File: src/rtl/ram_sp_pipe_be_pkg.sv
// Purpose: shared defaults, FSM state encoding and byte-enable width helper for ram_sp_pipe_be.
// Latency: n/a (types and constants only).
// Backpressure: n/a.
package ram_sp_pipe_be_pkg;

    localparam int DEF_DATA_WIDTH = 32;
    localparam int DEF_ADDR_WIDTH = 4;
    localparam int DEF_DEPTH      = 16;
    localparam int DEF_RD_LATENCY = 1;

    // CLEAR walks the array writing zeros after reset; READY serves requests.
    typedef enum logic {
        ST_CLEAR = 1'b0,
        ST_READY = 1'b1
    } state_t;

    // One enable bit per byte lane of the data word.
    function automatic int be_width(input int data_width);
        return data_width / 8;
    endfunction

endpackage

File: src/rtl/ram_sp_pipe_be_rd_pipe.sv
// Purpose: optional extra output register stage for read data, valid and err.
// Latency: STAGES cycles (0 = pass-through, 1 = one register).
// Backpressure: none; data register only loads on valid so it holds otherwise.
//
// Ports:
//   clk, flush_n    clock and synchronous active-low flush
//   vld_i/dat_i/err_i  response from the array stage
//   vld_o/dat_o/err_o  delayed response
module ram_rd_pipe
#(
    parameter int DATA_WIDTH = 32,
    parameter int STAGES     = 0
) (
    input  logic                  clk,
    input  logic                  flush_n,
    input  logic                  vld_i,
    input  logic [DATA_WIDTH-1:0] dat_i,
    input  logic                  err_i,
    output logic                  vld_o,
    output logic [DATA_WIDTH-1:0] dat_o,
    output logic                  err_o
);

    generate
        if (STAGES != 0 && STAGES != 1) begin : g_bad_stages
            $error("ram_rd_pipe: STAGES must be 0 or 1");
        end

        if (STAGES == 0) begin : g_bypass
            // Clock and flush are not needed without a register stage.
            logic unused_in;
            assign unused_in = clk ^ flush_n;
            assign vld_o = vld_i;
            assign dat_o = dat_i;
            assign err_o = err_i;
        end else begin : g_reg
            logic                  vld_q;
            logic [DATA_WIDTH-1:0] dat_q;
            logic                  err_q;
            logic [DATA_WIDTH-1:0] dat_d;

            // Hold the last word while no response is moving through.
            assign dat_d = vld_i ? dat_i : dat_q;

            always_ff @(posedge clk) begin
                if (!flush_n) begin
                    vld_q <= 1'b0;
                    dat_q <= '0;
                    err_q <= 1'b0;
                end else begin
                    vld_q <= vld_i;
                    dat_q <= dat_d;
                    err_q <= err_i;
                end
            end

            assign vld_o = vld_q;
            assign dat_o = dat_q;
            assign err_o = err_q;
        end
    endgenerate

endmodule

File: src/rtl/ram_sp_pipe_be.sv
// Purpose: single-port RAM with byte enables, post-reset clear sequence and range checking.
// Latency: reads return RD_LATENCY (1 or 2) cycles after the request edge; writes take effect on the request edge.
// Backpressure: none; while busy requests are dropped and flagged on err the following cycle.
//
// Ports:
//   clk, rst               clock, synchronous active-low reset
//   en, wr_rd, addr        request strobe, 1=write/0=read, word address
//   data_in, be            write data and per-byte enables
//   data_out, en_out       read data and its one-cycle valid
//   busy                   high while the array is being zeroed
//   err                    one-cycle pulse on a rejected request
module ram_sp_pipe_be
    import ram_sp_pipe_be_pkg::*;
#(
    parameter int  DATA_WIDTH = DEF_DATA_WIDTH,
    parameter int  ADDR_WIDTH = DEF_ADDR_WIDTH,
    parameter int  DEPTH      = DEF_DEPTH,
    parameter int  RD_LATENCY = DEF_RD_LATENCY,
    localparam int BE_WIDTH   = be_width(DATA_WIDTH)
) (
    input  logic                  clk,
    input  logic                  rst,
    input  logic                  en,
    input  logic                  wr_rd,
    input  logic [ADDR_WIDTH-1:0] addr,
    input  logic [DATA_WIDTH-1:0] data_in,
    input  logic [BE_WIDTH-1:0]   be,
    output logic [DATA_WIDTH-1:0] data_out,
    output logic                  en_out,
    output logic                  busy,
    output logic                  err
);

    localparam int IDX_W = (DEPTH > 1) ? $clog2(DEPTH) : 1;
    localparam logic [IDX_W-1:0]    LAST_PTR = IDX_W'(DEPTH - 1);
    localparam logic [ADDR_WIDTH:0] DEPTH_W  = (ADDR_WIDTH + 1)'(DEPTH);

    generate
        if (RD_LATENCY != 1 && RD_LATENCY != 2) begin : g_bad_lat
            $error("ram_sp_pipe_be: RD_LATENCY must be 1 or 2");
        end
        if ((DATA_WIDTH % 8) != 0 || DATA_WIDTH < 8) begin : g_bad_dw
            $error("ram_sp_pipe_be: DATA_WIDTH must be a non-zero multiple of 8");
        end
        if (DEPTH < 1 || DEPTH > (1 << ADDR_WIDTH)) begin : g_bad_depth
            $error("ram_sp_pipe_be: DEPTH must be in 1..2**ADDR_WIDTH");
        end
    endgenerate

    state_t                state_q;
    logic [IDX_W-1:0]      ptr_q;
    logic [DATA_WIDTH-1:0] mem_q [DEPTH];

    logic                  rsp_vld_q, rsp_vld_d;
    logic [DATA_WIDTH-1:0] rsp_dat_q, rsp_dat_d;
    logic                  rsp_err_q, rsp_err_d;
    logic                  side_err_q, side_err_d;

    logic                  ready;
    logic                  in_range;
    logic                  acc_wr;
    logic                  acc_rd;
    logic [IDX_W-1:0]      mem_idx;
    logic [DATA_WIDTH-1:0] rd_word;
    logic                  pipe_err;

    assign ready    = (state_q == ST_READY);
    assign in_range = ({1'b0, addr} < DEPTH_W);
    assign mem_idx  = addr[IDX_W-1:0];
    assign rd_word  = mem_q[mem_idx];

    // Out-of-range reads still produce a response (zero data, err set) so
    // the requester always sees exactly one en_out per accepted read.
    assign acc_wr = ready & en &  wr_rd & in_range;
    assign acc_rd = ready & en & ~wr_rd;

    always_comb begin
        rsp_vld_d = acc_rd;
        rsp_err_d = acc_rd & ~in_range;
        rsp_dat_d = rsp_dat_q;
        if (acc_rd) begin
            rsp_dat_d = in_range ? rd_word : '0;
        end
        // Rejections with no read response: busy, or write out of range.
        side_err_d = en & (~ready | (wr_rd & ~in_range));
    end

    // Storage: zeroed one word per cycle during CLEAR, byte-masked writes after.
    always_ff @(posedge clk) begin
        if (rst) begin
            if (state_q == ST_CLEAR) begin
                mem_q[ptr_q] <= '0;
            end else if (acc_wr) begin
                for (int i = 0; i < BE_WIDTH; i++) begin
                    if (be[i]) begin
                        mem_q[mem_idx][8*i +: 8] <= data_in[8*i +: 8];
                    end
                end
            end
        end
    end

    // Control FSM and first response stage.
    always_ff @(posedge clk) begin
        if (!rst) begin
            state_q    <= ST_CLEAR;
            ptr_q      <= '0;
            rsp_vld_q  <= 1'b0;
            rsp_dat_q  <= '0;
            rsp_err_q  <= 1'b0;
            side_err_q <= 1'b0;
        end else begin
            rsp_vld_q  <= rsp_vld_d;
            rsp_dat_q  <= rsp_dat_d;
            rsp_err_q  <= rsp_err_d;
            side_err_q <= side_err_d;
            case (state_q)
                ST_CLEAR: begin
                    if (ptr_q == LAST_PTR) begin
                        state_q <= ST_READY;
                        ptr_q   <= '0;
                    end else begin
                        ptr_q <= ptr_q + 1'b1;
                    end
                end
                ST_READY: begin
                    state_q <= ST_READY;
                end
                default: begin
                    state_q <= ST_CLEAR;
                    ptr_q   <= '0;
                end
            endcase
        end
    end

    assign busy = (state_q == ST_CLEAR);

    ram_rd_pipe #(
        .DATA_WIDTH (DATA_WIDTH),
        .STAGES     (RD_LATENCY - 1)
    ) u_rd_pipe (
        .clk     (clk),
        .flush_n (rst),
        .vld_i   (rsp_vld_q),
        .dat_i   (rsp_dat_q),
        .err_i   (rsp_err_q),
        .vld_o   (en_out),
        .dat_o   (data_out),
        .err_o   (pipe_err)
    );

    assign err = pipe_err | side_err_q;

endmodule

File: config.mk
export PLATFORM = sky130hd
export DESIGN_NAME = ram_sp_pipe_be
export DESIGN_NICKNAME = d
export VERILOG_FILES = /design/src/rtl/ram_sp_pipe_be_pkg.sv /design/src/rtl/ram_sp_pipe_be_rd_pipe.sv /design/src/rtl/ram_sp_pipe_be.sv
export SDC_FILE = /design/constraint.sdc
export NUM_CORES = 1
export LEC_CHECK = 0
export ABC_AREA = 1
export CORE_ASPECT_RATIO = 1.5
export CORE_MARGIN = 2
export CORE_UTILIZATION = 53
export DETAILED_ROUTE_END_ITERATION = 10
export GPL_TIMING_DRIVEN = 1
export PLACE_DENSITY_LB_ADDON = 0.3
export SLEW_MARGIN = 40
export SYNTH_ARGS = -nofsm -noshare
export SYNTH_HDL_FRONTEND = slang
export SYNTH_SLANG_ARGS = --single-unit
File: constraint.sdc
create_clock -name clk -period 2.6 [get_ports clk]
set_input_delay 0.26 -clock clk [delete_from_list [all_inputs] [get_ports clk]]
set_output_delay 0.26 -clock clk [all_outputs]
set_load 0.02 [all_outputs]
Yosys cells after proc, flatten, opt, wreduce, memory -nomap -nowiden:

Memory sizes are Yosys's and may differ from the RTL's. A register that Yosys moved wholly into a read port is not among the register bits.
Cells that the tools add are included.

* bits in registers: 7
* memory bits (writable): 512
* bits of input ports: 44
* output and inout port bits: 35
* word-level logic and storage cells: 44
* memories: 1

Memories
* mem_q: words 16, width 32, read ports 1, clocked after memory_dff 1, wr ports 1, RTL line ram_sp_pipe_be.sv:52 `logic [DATA_WIDTH-1:0] mem_q [DEPTH];`

* $add $sub $neg: 1
* equality and inequality tests: 1
* muxes and demuxes: 29
* bitwise gates (word level): 6
* reductions and logical operators: 2

Operators by type and width (number)
* $mux W32: 1
* $reduce_or A32 Y1: 1
* $mux W1: 24
* $mux W4: 3
* $add A4 B1 Y4 const B: 1
* $and A1 B1 Y1: 4
* $eq A4 B4 Y1 const B: 1
* $not A1 Y1: 2
* $pmux W1 S2: 1
* $logic_not A1 Y1: 1

Longest topological paths before layout:

Gate-level depths: netlist (run 1).

* depth in word-level cells: 8
* depth in mapped cells: 12

Modules after synthesis:

Synthesis (run 1) repeated with hierarchy kept, for this count alone.

* cell total of the unflattened synthesis: 2299
* area total of the unflattened synthesis: 23851.6 um^2

By module, submodules not included
* ram_sp_pipe_be: times used 1, cells an instance 2265, area each 23596.4 um^2, seq. area each 16155.5 um^2
* ram_rd_pipe: times used 1, cells an instance 34, area each 255.2 um^2, seq. area each 0.0 um^2

Worst setup path after synthesis (run 1):

OpenSTA, ideal clock, no wires.

* path type: register to register
* start: register state_q (netlist: ready)
* end: memory mem_q[11][0] (enable)
* library setup time: 0.370 ns
* data arrival time: 1.639 ns
* setup slack: 0.591 ns
* cell stages (with the launch flop): 9
* buffers on the path: 0
* cells stage by stage: dfxtp_1 nand2_2 nor2_4 o21ai_4 nand3_1 nand2_2 nor2_4 nand2_2 nor2_1

* cells in the longest elaborated chain, start to end: 8

Ends and longest elaborated chain
* start, declared: RTL line ram_sp_pipe_be.sv:50 `state_t state_q;`
* start signal, assigned: RTL line ram_sp_pipe_be.sv:106 `state_q <= ST_CLEAR;`
* start signal, assigned: RTL line ram_sp_pipe_be.sv:120 `state_q <= ST_READY;`
* start signal, assigned: RTL line ram_sp_pipe_be.sv:127 `state_q <= ST_READY;`
* $and A1 B1 Y1 (2 in series): RTL line ram_sp_pipe_be.sv:74 `assign acc_wr = ready & en & wr_rd & in_range;`
* $mux W1: RTL line ram_sp_pipe_be.sv:93 `end else if (acc_wr) begin`
* $mux W1: RTL line ram_sp_pipe_be.sv:91 `if (state_q == ST_CLEAR) begin`
* $mux W1: RTL line ram_sp_pipe_be.sv:90 `if (rst) begin`
* $mux W1 (not written as such): RTL line ram_sp_pipe_be.sv:96 `mem_q[mem_idx][8*i +: 8] <= data_in[8*i +: 8];`
* $reduce_or A32 Y1 (no source line)
* $mux W4 (no source line)
* end, declared: RTL line ram_sp_pipe_be.sv:52

Parallel ways exist; a longest one is shown, timed or not.

Final worst setup path (run 1):

* start: register state_q (netlist: ready)
* end: memory mem_q[6][30] (enable)

Same word-level chain as after synthesis.

==> results of run 1 <==
-- cell usage in the layout (no fill, tap or decap), types with 2 or more instances in the layout --
| cell | Yosys | layout |
|---|---|---|
| inv_6 | 0 | 6 |
| clkbuf_1 | 83 | 3 |
| o21ai_4 | 2 | 2 |
| nand3_2 | 4 | 4 |
| buf_12 | 0 | 25 |
| clkinv_2 | 0 | 6 |
| o21ai_0 | 23 | 23 |
| nand3_1 | 260 | 260 |
| inv_1 | 149 | 147 |
| clkinvlp_4 | 0 | 3 |
| inv_2 | 2 | 2 |
| dfxtp_1 | 39 | 39 |
| clkbuf_16 | 0 | 49 |
| clkbuf_8 | 0 | 5 |
| edfxtp_1 | 512 | 512 |
| nor2_1 | 200 | 200 |
| clkdlybuf4s50_1 | 0 | 74 |
| a21oi_1 | 9 | 9 |
| clkinv_4 | 0 | 3 |
| clkinv_1 | 0 | 6 |
| buf_4 | 1 | 120 |
| nand2_2 | 25 | 25 |
| bufinv_16 | 0 | 7 |
| nor2_4 | 9 | 10 |
| nand2_1 | 889 | 889 |
| o211ai_1 | 13 | 13 |
| buf_2 | 28 | 2 |
-- area by class of cell --
cell class	instances	area (um^2)	share of cell area, %
clock buffer	56	1292	4.736
sequential	551	16160	59.20
timing repair buffer	222	2166	7.936
multi-input combinational	1440	6027	22.08
clock inverter	30	355.3	1.302
inverter	151	574.3	2.104
tap	576	720.7	2.641
-- synth_stat cells, types with 2 or more instances --
library cell / n / area [um^2]
o21ai_4: 2 / 32.53
clkbuf_1: 83 / 311.6
nand2_1: 889 / 3337
edfxtp_1: 512 / 15370
nor2_4: 9 / 101.4
nand3_2: 4 / 40.04
o21ai_0: 23 / 115.1
nor2_1: 200 / 750.7
nand3_1: 260 / 1301
buf_1: 9 / 33.78
inv_2: 2 / 7.510
a21oi_1: 9 / 45.04
dfxtp_1: 39 / 780.8
o211ai_1: 13 / 97.59
nand2_2: 25 / 156.4
inv_1: 149 / 559.3
buf_2: 28 / 140.1
-- critical path, delay by kind of cell (launching register included) --
| family | cells | cell delay (ns) |
|---|---|---|
| AOI/OAI and AO/OA | 1 | 0.17 |
| buffers and inverters | 1 | 0.19 |
| DFF | 1 | 0.41 |
| and+or+nand+nor | 7 | 1.26 |
-- power by group --
group	internal (W)	leakage, nW	switching (W)
logic	0.000311	5.09	0.000671
clock network	0.00427	0.803	0.00315
registers	0.00965	5.49	0.0000292
-- cells by family (layout without fill, tap and decap cells) --
logic type	count (synthesis)	after routing
buf+inv	272	459
simple gates	1391	1391
fa+ha+maj	1	1
compound gates	48	48
flops	551	551
-- registers in the layout (all words and copies together) (netlist names) --
| register | count |
|---|---|
| ready | 1 |
| rsp_dat_q | 32 |
| mem_q | 512 |
| side_err_q | 1 |
| ptr_q | 4 |
| rsp_vld_q | 1 |
-- per-stage QoR --
| step | hold slack, ns | worst slack, ns | setup TNS [ns] | total power [W] | area (um^2) |
|---|---|---|---|---|---|
| final | 0.2429 | 0.2930 | 0 | 0.01809 | 27290 |
| after global routing | 0.2835 | 0.2078 | 0 | 0.01856 | 27290 |
| after CTS | 0.2031 | 0.2930 | 0 | 0.01813 | 27290 |
| after detailed placement | 0.5511 | -0.08575 | -6.754 | 0.01084 | 25640 |
| after global placement | 0.5221 | -0.05319 | -4.119 | 0.01083 | 25640 |
| after floorplan | 0.3393 | 0.5905 | 0 | 0.01047 | 23240 |
-- per-layer routing --
| metal | GRT usage [%] | up-vias |
|---|---|---|
| met5 | 0 | - |
| li1 | - | 7723 |
| met2 | 47.56 | 633 |
| met4 | 14.75 | 0 |
| met1 | 29.77 | 7604 |
| met3 | 3.598 | 169 |
-- worst max-delay path by stage --
stage | from | end | slack [ns] | depth (start not counted)
finish | ready$_SDFF_PN0_ | mem_q[6][30]$_DFFE_PP_ | 0.29 | 9
global route | ready$_SDFF_PN0_ | mem_q[6][8]$_DFFE_PP_ | 0.21 | 9
CTS | ready$_SDFF_PN0_ | mem_q[6][30]$_DFFE_PP_ | 0.29 | 9
detailed placement | be[1] | mem_q[6][24]$_DFFE_PP_ | -0.09 | 9
global placement | be[0] | mem_q[5][10]$_DFFE_PP_ | -0.05 | 9
floorplan | ready$_SDFF_PN0_ | mem_q[11][0]$_DFFE_PP_ | 0.59 | 8
==> impl_metrics.ini, run 1 <==
[worst_setup_path]
r2r_end = mem_q[6][30]$_DFFE_PP_
crit_top_cell = nand2_2
max_stage_delay_ns = 0.41
r2r-start = ready$_SDFF_PN0_
cp.required_ns = 2.89
worst-r2r-setup-slack_ns = 0.29
worstRegToRegCells = 9
arrival_ns = 2.59
path_cells = nand2_2 > nor2_4 > o21ai_4 > nand3_2 > nand2_2 > nor2_4 > nand2_2 > nor2_1 > buf_4
path_class = reg -> reg
path_max_fanout = 9
cp-start-kind = register
crit_slowest_cell = dfxtp_1
end_kind = register

[hold_path]
min_to = rsp_dat_q[11]$_SDFFE_PN0P_
holdCritStartpoint = addr[2]
whs_path_depth = 5
hold_class = in -> reg

[yosys]
async_flop_share_pct = 0
synth_top_family_by_area = simple AND/OR/NAND/NOR gates
synth-simple-area-share_pct = 24.58
yosys_warnings = 0
synthCells = 2263
syn_area_um2 = 23240
synth_seq_area_share_pct = 69.52
muxShareOfSynthArea_pct = 0
synth_xor_area_share_pct = 0
ys_seq_elements = 551
syn_nets = 2308
synth-compound-area-share_pct = 1.281
synth.distinct_cells = 24
synthAdderAreaFrac_pct = 0.05384
yosys_most_used_dff = edfxtp_1
synth-edff-count = 512
avgSynthCellArea_um2 = 10.27

[routing]
vias_per_cell = 5.330
final_antenna_net_count = 0
drtIter0Drc = 1602
dr_wl_met3_um = 3751
routedWlPerCell_um = 19.56
met1Wirelength_um = 21070
finalWirelength_um = 59180
first_pass_iters = 6
drcViolationCount = 0
wl_met2_um = 30970
num_vias = 16130
topRoutingLayerUsed = met4

[timing]
setup_viol = 0
finalCriticalPeriod_ns = 2.307
fmax_mhz = 433.5
max_slew_margin_pct = 48.64
rsz0062_at_grt = no
hold_viol_final = 0
tightest_slew_ns = 0.7704
period_share_pct = 88.73
fin_worst_skew_ns = 0.008413
slew_violations = 0

[clocking]
cts_setup_buffers = 0
postCtsHoldBufs = 0
insertion_delay_ns = 0.58
cts_root_buf = clkbuf_16
cts_made_buffers = 48
cts_resized = 0
path_clk_slew_ns = 0.06
cts_htree_levels = 2
clockBufferDepth = 3
clock-sinks = 551
cts_tree = done

[floorplanning]
core_um2 = 43630
die_x_um = 175.0
io_pins = 79
start_util_pct = 53.25
floorplan.die_area_um2 = 45570
die_y_um = 260.5
placementRows = 94

[layout]
n_antenna_cell = 0
finalNonFillerCells = 3026
fin_util_pct = 62.55
final_nets = 2459
nFillCells = 3366
drive_gt1_share_pct = 11.02
area_growth_syn_to_layout_pct = 17.45

[global_route]
grt_pass1_wl_um = 89420
grt_usage_pct = 26.23
grt_pass1_vias = 16080
grt_antenna_before_repair = 0
grt_max_degree = 136
grt.overflow.total = 0

[power_and_ir_drop]
p_leak_nw = 11.38
ir_drop_v = 0.0004898
p_per_area_nw_per_um2 = 662.8

[place]
gp_congestion = 0.9033
portBuffers = 78
dp_hpwl_um = 38790
dp.cells = 2940

[outcome]
status = complete, no violations

[job]
drv_cap = 0
No activity file was read; power rests on OpenSTA's default activity.
==> inputs of run 2 (changes only) <==
==> constraint.sdc (replaced) <==
create_clock -name clk -period 2.2 [get_ports clk]
set_input_delay 0.22 -clock clk [delete_from_list [all_inputs] [get_ports clk]]
set_output_delay 0.22 -clock clk [all_outputs]
set_load 0.02 [all_outputs]
==> impl_metrics.ini, run 2 (synthesis gave the netlist of run 1 again) <==
[layout]
largest_reg_flops = 512
final_nets = 2462
mostFrequentLayoutCells = nand2_1, edfxtp_1, nand3_1, nor2_1, inv_1
final_common_cell = nand2_1
fin_area_um2 = 27510
fin_util_pct = 63.04
top_register = mem_q
area_growth_syn_to_layout_pct = 18.37
n_antenna_cell = 0
drive_gt1_share_pct = 11.16
largest_registers = mem_q: 512 flops, rsp_dat_q: 32 flops, ptr_q: 4 flops

[global_route]
grt_pass1_wl_um = 90160
grt_usage_pct = 26.28
grt.overflow.total = 0
grt_pass1_vias = 16260
grt_max_degree = 133
grt_antenna_before_repair = 1

[hold_path]
hold_class = in -> reg

[routing]
final_antenna_net_count = 0
routedWlPerCell_um = 19.74
drtIter0Drc = 1553
num_vias = 16380
first_pass_iters = 6
finalWirelength_um = 59830
drcViolationCount = 0
vias_per_cell = 5.404

[place]
pre_cts_slack_ns = -0.4545
gp_congestion = 0.9176
dp_hpwl_um = 38980
placed_area_um2 = 25820
portBuffers = 78

[timing]
setup_viol = 0
fin_worst_skew_ns = 0.01317
worst_slack_ns = 0.001491
slew_violations = 0
max_slew_margin_pct = 48.03
period_share_pct = 99.93
setup_tns_ns = 0
hold_viol_final = 0
finalCriticalPeriod_ns = 2.199
tightest_slew_ns = 0.7795
fmax_mhz = 454.9
rsz0062_at_grt = yes

[worst_setup_path]
cp.required_ns = 2.48
cp-start-kind = register
path_class = reg -> reg
end_kind = register
path_max_fanout = 10
arrival_ns = 2.47

[clocking]
cts_root_buf = clkbuf_16
clock-sinks = 551
cts_tree = done
path_clk_slew_ns = 0.06
insertion_delay_ns = 0.56
postCtsHoldBufs = 0
cts_htree_levels = 2
cts_made_buffers = 48
clockBufferDepth = 3

[floorplanning]
core_um2 = 43630
placementRows = 94
die_y_um = 260.5
io_pins = 79
floorplan.die_area_um2 = 45570
die_x_um = 175.0
start_util_pct = 53.25

[power_and_ir_drop]
ir_drop_v = 0.0006192
p_leak_nw = 11.50
p_per_area_nw_per_um2 = 769.2

[job]
drv_cap = 0

[outcome]
status = complete, no violations
-- run 2: changes by cell type in the layout (fill, tap and decap cells not counted), sizes merged --
cell,previous run,this run
buf,147,149
bufinv,7,4
clkbuf,57,66
inv,156,152
nand2,914,915
-- run 2: path summary, 6_finish.rpt --
check	start	end	slack [ns]	cells past startpoint
hold / removal	en	side_err_q$_SDFF_PN0_	0.26	3
setup reg to reg	ready$_SDFF_PN0_	mem_q[5][14]$_DFFE_PP_	0.001	11
setup / recovery	ready$_SDFF_PN0_	mem_q[5][14]$_DFFE_PP_	0.001	11
hold reg to reg	rsp_dat_q[29]$_SDFFE_PN0P_	rsp_dat_q[29]$_SDFFE_PN0P_	0.56	4
-- run 2: metal layers --
layer	global-route usage, %	wire length, um	vias to the layer above
met5	0	0	-
met4	13.54	3078	0
met3	2.812	3613	172
met2	48.45	31420	686
met1	30.16	21720	7782
li1	-	-	7741
-- run 2: stage by stage --
stage,hold slack [ns],power [W],cells
floorplan,0.2993,0.01238,2263
global placement,0.5184,0.01281,2940
detailed placement,0.5520,0.01283,2940
CTS,0.2402,0.02124,3028
global route,0.2603,0.02174,3031
finish,0.2636,0.02116,3031
-- run 2: power breakdown --
group / internal, W / switching, W
registers: 0.0114 / 0.0000360
logic: 0.000390 / 0.000795
clock network: 0.00488 / 0.00366
-- run 2: layout make-up --
class,instances,area [um^2]
Multi-Input combinational cell,1441,6068
Sequential cell,551,16160
Clock buffer,65,1378
Clock inverter,23,232.7
Timing Repair Buffer,224,2376
Fill cell,3347,16130
Tap cell,576,720.7
Inverter,151,574.3
-- run 2: worst max-delay path, cell delays in order (launching register included) --
cell and delay (ns):
dfxtp_1 0.32, nand2_2 0.09, nor2_4 0.06, buf_12 0.13, o21ai_4 0.15, nand2_2 0.16, nand2_1 0.11, nand2_2 0.09
nor2_4 0.17, nand2_2 0.24, nor2_1 0.21, buf_4 0.19
-- run 2: timing repair --
item / CTS / global route
resized for setup: 4 / 6
setup buffers: 0 / 2
pin swaps: 1 / 4
setup endpoints to repair: 161 / 358
gates cloned: 0 / 1
==> inputs of run 3 (changes only) <==
--- a/config.mk
+++ b/config.mk
@@ -10,8 +10,9 @@
 export CORE_MARGIN = 2
 export CORE_UTILIZATION = 53
 export DETAILED_ROUTE_END_ITERATION = 10
+export GPL_ROUTABILITY_DRIVEN = 0
 export GPL_TIMING_DRIVEN = 1
-export PLACE_DENSITY_LB_ADDON = 0.3
+export PLACE_DENSITY = 0.69
 export SLEW_MARGIN = 40
 export SYNTH_ARGS = -nofsm -noshare
 export SYNTH_HDL_FRONTEND = slang
==> impl_metrics.ini, run 3 (synthesis gave the netlist of run 1 again) <==
[clocking]
cts_htree_levels = 2
path_clk_slew_ns = 0.07
cts_root_buf = clkbuf_16
cts_made_buffers = 48
clock-sinks = 551
cts_tree = done
clockBufferDepth = 3
insertion_delay_ns = 0.58

[floorplanning]
floorplan.die_area_um2 = 45570
die_x_um = 175.0
io_pins = 79
die_y_um = 260.5
start_util_pct = 53.25
core_um2 = 43630
placementRows = 94

[routing]
vias_per_cell = 5.397
drcViolationCount = 0
final_antenna_net_count = 0
first_pass_iters = 7
drtIter0Drc = 1658
routedWlPerCell_um = 19.79
num_vias = 16350
finalWirelength_um = 59950

[global_route]
grt_max_degree = 123
grt.overflow.total = 0
grt_usage_pct = 26.45
grt_pass1_vias = 16060
grt_pass1_wl_um = 89930
grt_antenna_before_repair = 1

[worst_setup_path]
path_max_fanout = 8
cp-start-kind = register
arrival_ns = 2.46
r2r-start = ready$_SDFF_PN0_
r2r_end = mem_q[2][27]$_DFFE_PP_
end_kind = register
cp.required_ns = 2.48
worst-r2r-setup-slack_ns = 0.02
path_class = reg -> reg
worstRegToRegCells = 10

[hold_path]
hold_class = in -> reg
holdCritStartpoint = en
min_to = side_err_q$_SDFF_PN0_
whs_path_depth = 3

[place]
portBuffers = 78
dp.cells = 2934
dp_hpwl_um = 38100

[layout]
largest_registers = mem_q: 512 flops, rsp_dat_q: 32 flops, ptr_q: 4 flops
multi_input_area_um2 = 6123
area_growth_syn_to_layout_pct = 18.24
seqCellArea_um2 = 16160
final_nets = 2461
drive_gt1_share_pct = 11.37
nFillCells = 3331
largest_reg_flops = 512
n_antenna_cell = 0
mostFrequentLayoutCells = nand2_1, edfxtp_1, nand3_1, nor2_1, inv_1
top_register = mem_q
finalNonFillerCells = 3030
final_common_cell = nand2_1
fin_util_pct = 62.97

[timing]
hold_viol_final = 0
fmax_mhz = 459.7
slew_violations = 0
finalCriticalPeriod_ns = 2.175
fin_worst_skew_ns = 0.01500
tightest_slew_ns = 0.8301
max_slew_margin_pct = 44.66
setup_viol = 0
rsz0062_at_grt = yes
period_share_pct = 98.88

[power_and_ir_drop]
p_per_area_nw_per_um2 = 768.6
pwr-share-clk_pct = 40.2
switching_share_pct = 21.34
ir_drop_v = 0.0004923
p_leak_nw = 11.53
power_frac_comb_pct = 5.6
intPower_w = 0.01661
p_seq_share_pct = 54.2
power.switching_w = 0.004507

[job]
drv_cap = 0

[outcome]
status = complete, no violations
run 3: cell count changes in the layout (fill, tap and decap cells not counted), sizes merged:
cell,previous run,this run
bufinv,4,6
clkinvlp,3,4
o21ai,25,27
clkinv,15,23
clkbuf,66,55
buf,149,146
run 3: area by class of cell:
type	instances	share of cell area, %
Multi-Input combinational cell	1443	22.29
Sequential cell	551	58.80
Clock buffer	54	4.568
Tap cell	576	2.623
Inverter	151	2.090
Clock inverter	34	1.225
Timing Repair Buffer	221	8.402
run 3: per-layer routing:
layer | vias up | global-route usage [%] | share of wire (%)
met5 | - | 0 | 0.022
met4 | 2 | 13.36 | 5.1
li1 | 7740 | - | -
met2 | 710 | 47.83 | 52
met3 | 195 | 2.957 | 6.3
met1 | 7707 | 31.25 | 36
run 3: power by group through the flow:
stage,clock network [W],registers [W],logic (W)
after floorplan,0,0.0117,0.000723
after global placement,0,0.0117,0.00113
after detailed placement,0,0.0117,0.00115
after CTS,0.00857,0.0114,0.00115
after global routing,0.00894,0.0114,0.00130
final,0.00849,0.0114,0.00119
run 3: critical path, cell delays in order, from the launching register on:
cell and delay, ns:
dfxtp_2 0.36, nand2_2 0.08, nor2_4 0.13, buf_12 0.14
o21ai_2 0.12, nand3_2 0.11, nand2_2 0.10, nor2_4 0.24
nand2_2 0.24, nor2_1 0.17, buf_4 0.18
run 3: worst max path at each step:
stage / start / slack [ns] / end / cells after the start
finish: ready$_SDFF_PN0_ / 0.02 / mem_q[2][27]$_DFFE_PP_ / 10
global route: ready$_SDFF_PN0_ / -0.04 / mem_q[14][27]$_DFFE_PP_ / 12
CTS: ready$_SDFF_PN0_ / 0.02 / mem_q[1][19]$_DFFE_PP_ / 11
detailed placement: be[0] / -0.37 / mem_q[13][14]$_DFFE_PP_ / 9
global placement: be[1] / -0.31 / mem_q[13][12]$_DFFE_PP_ / 9
floorplan: ready$_SDFF_PN0_ / 0.19 / mem_q[11][0]$_DFFE_PP_ / 8
run 3: repair_timing:
item / CTS / global route
cloned: 0 / 3
setup buffers: 0 / 5
resized for setup: 5 / 12
pin swaps: 1 / 7
setup endpoints to repair: 292 / 447
hold buffers: 0 / 0
run 3: metrics by stage:
stage | power, W | worst slack, ns | TNS, ns | area, um^2 | hold slack, ns
after CTS | 0.02116 | 0.01804 | 0 | 27350 | 0.2277
after global routing | 0.02168 | -0.04296 | -2.341 | 27480 | 0.2614
after floorplan | 0.01238 | 0.1905 | 0 | 23240 | 0.2993
after detailed placement | 0.01281 | -0.3745 | -157.53 | 25740 | 0.5220
after global placement | 0.01279 | -0.3082 | -115.80 | 25740 | 0.5136
final | 0.02112 | 0.02456 | 0 | 27480 | 0.2437
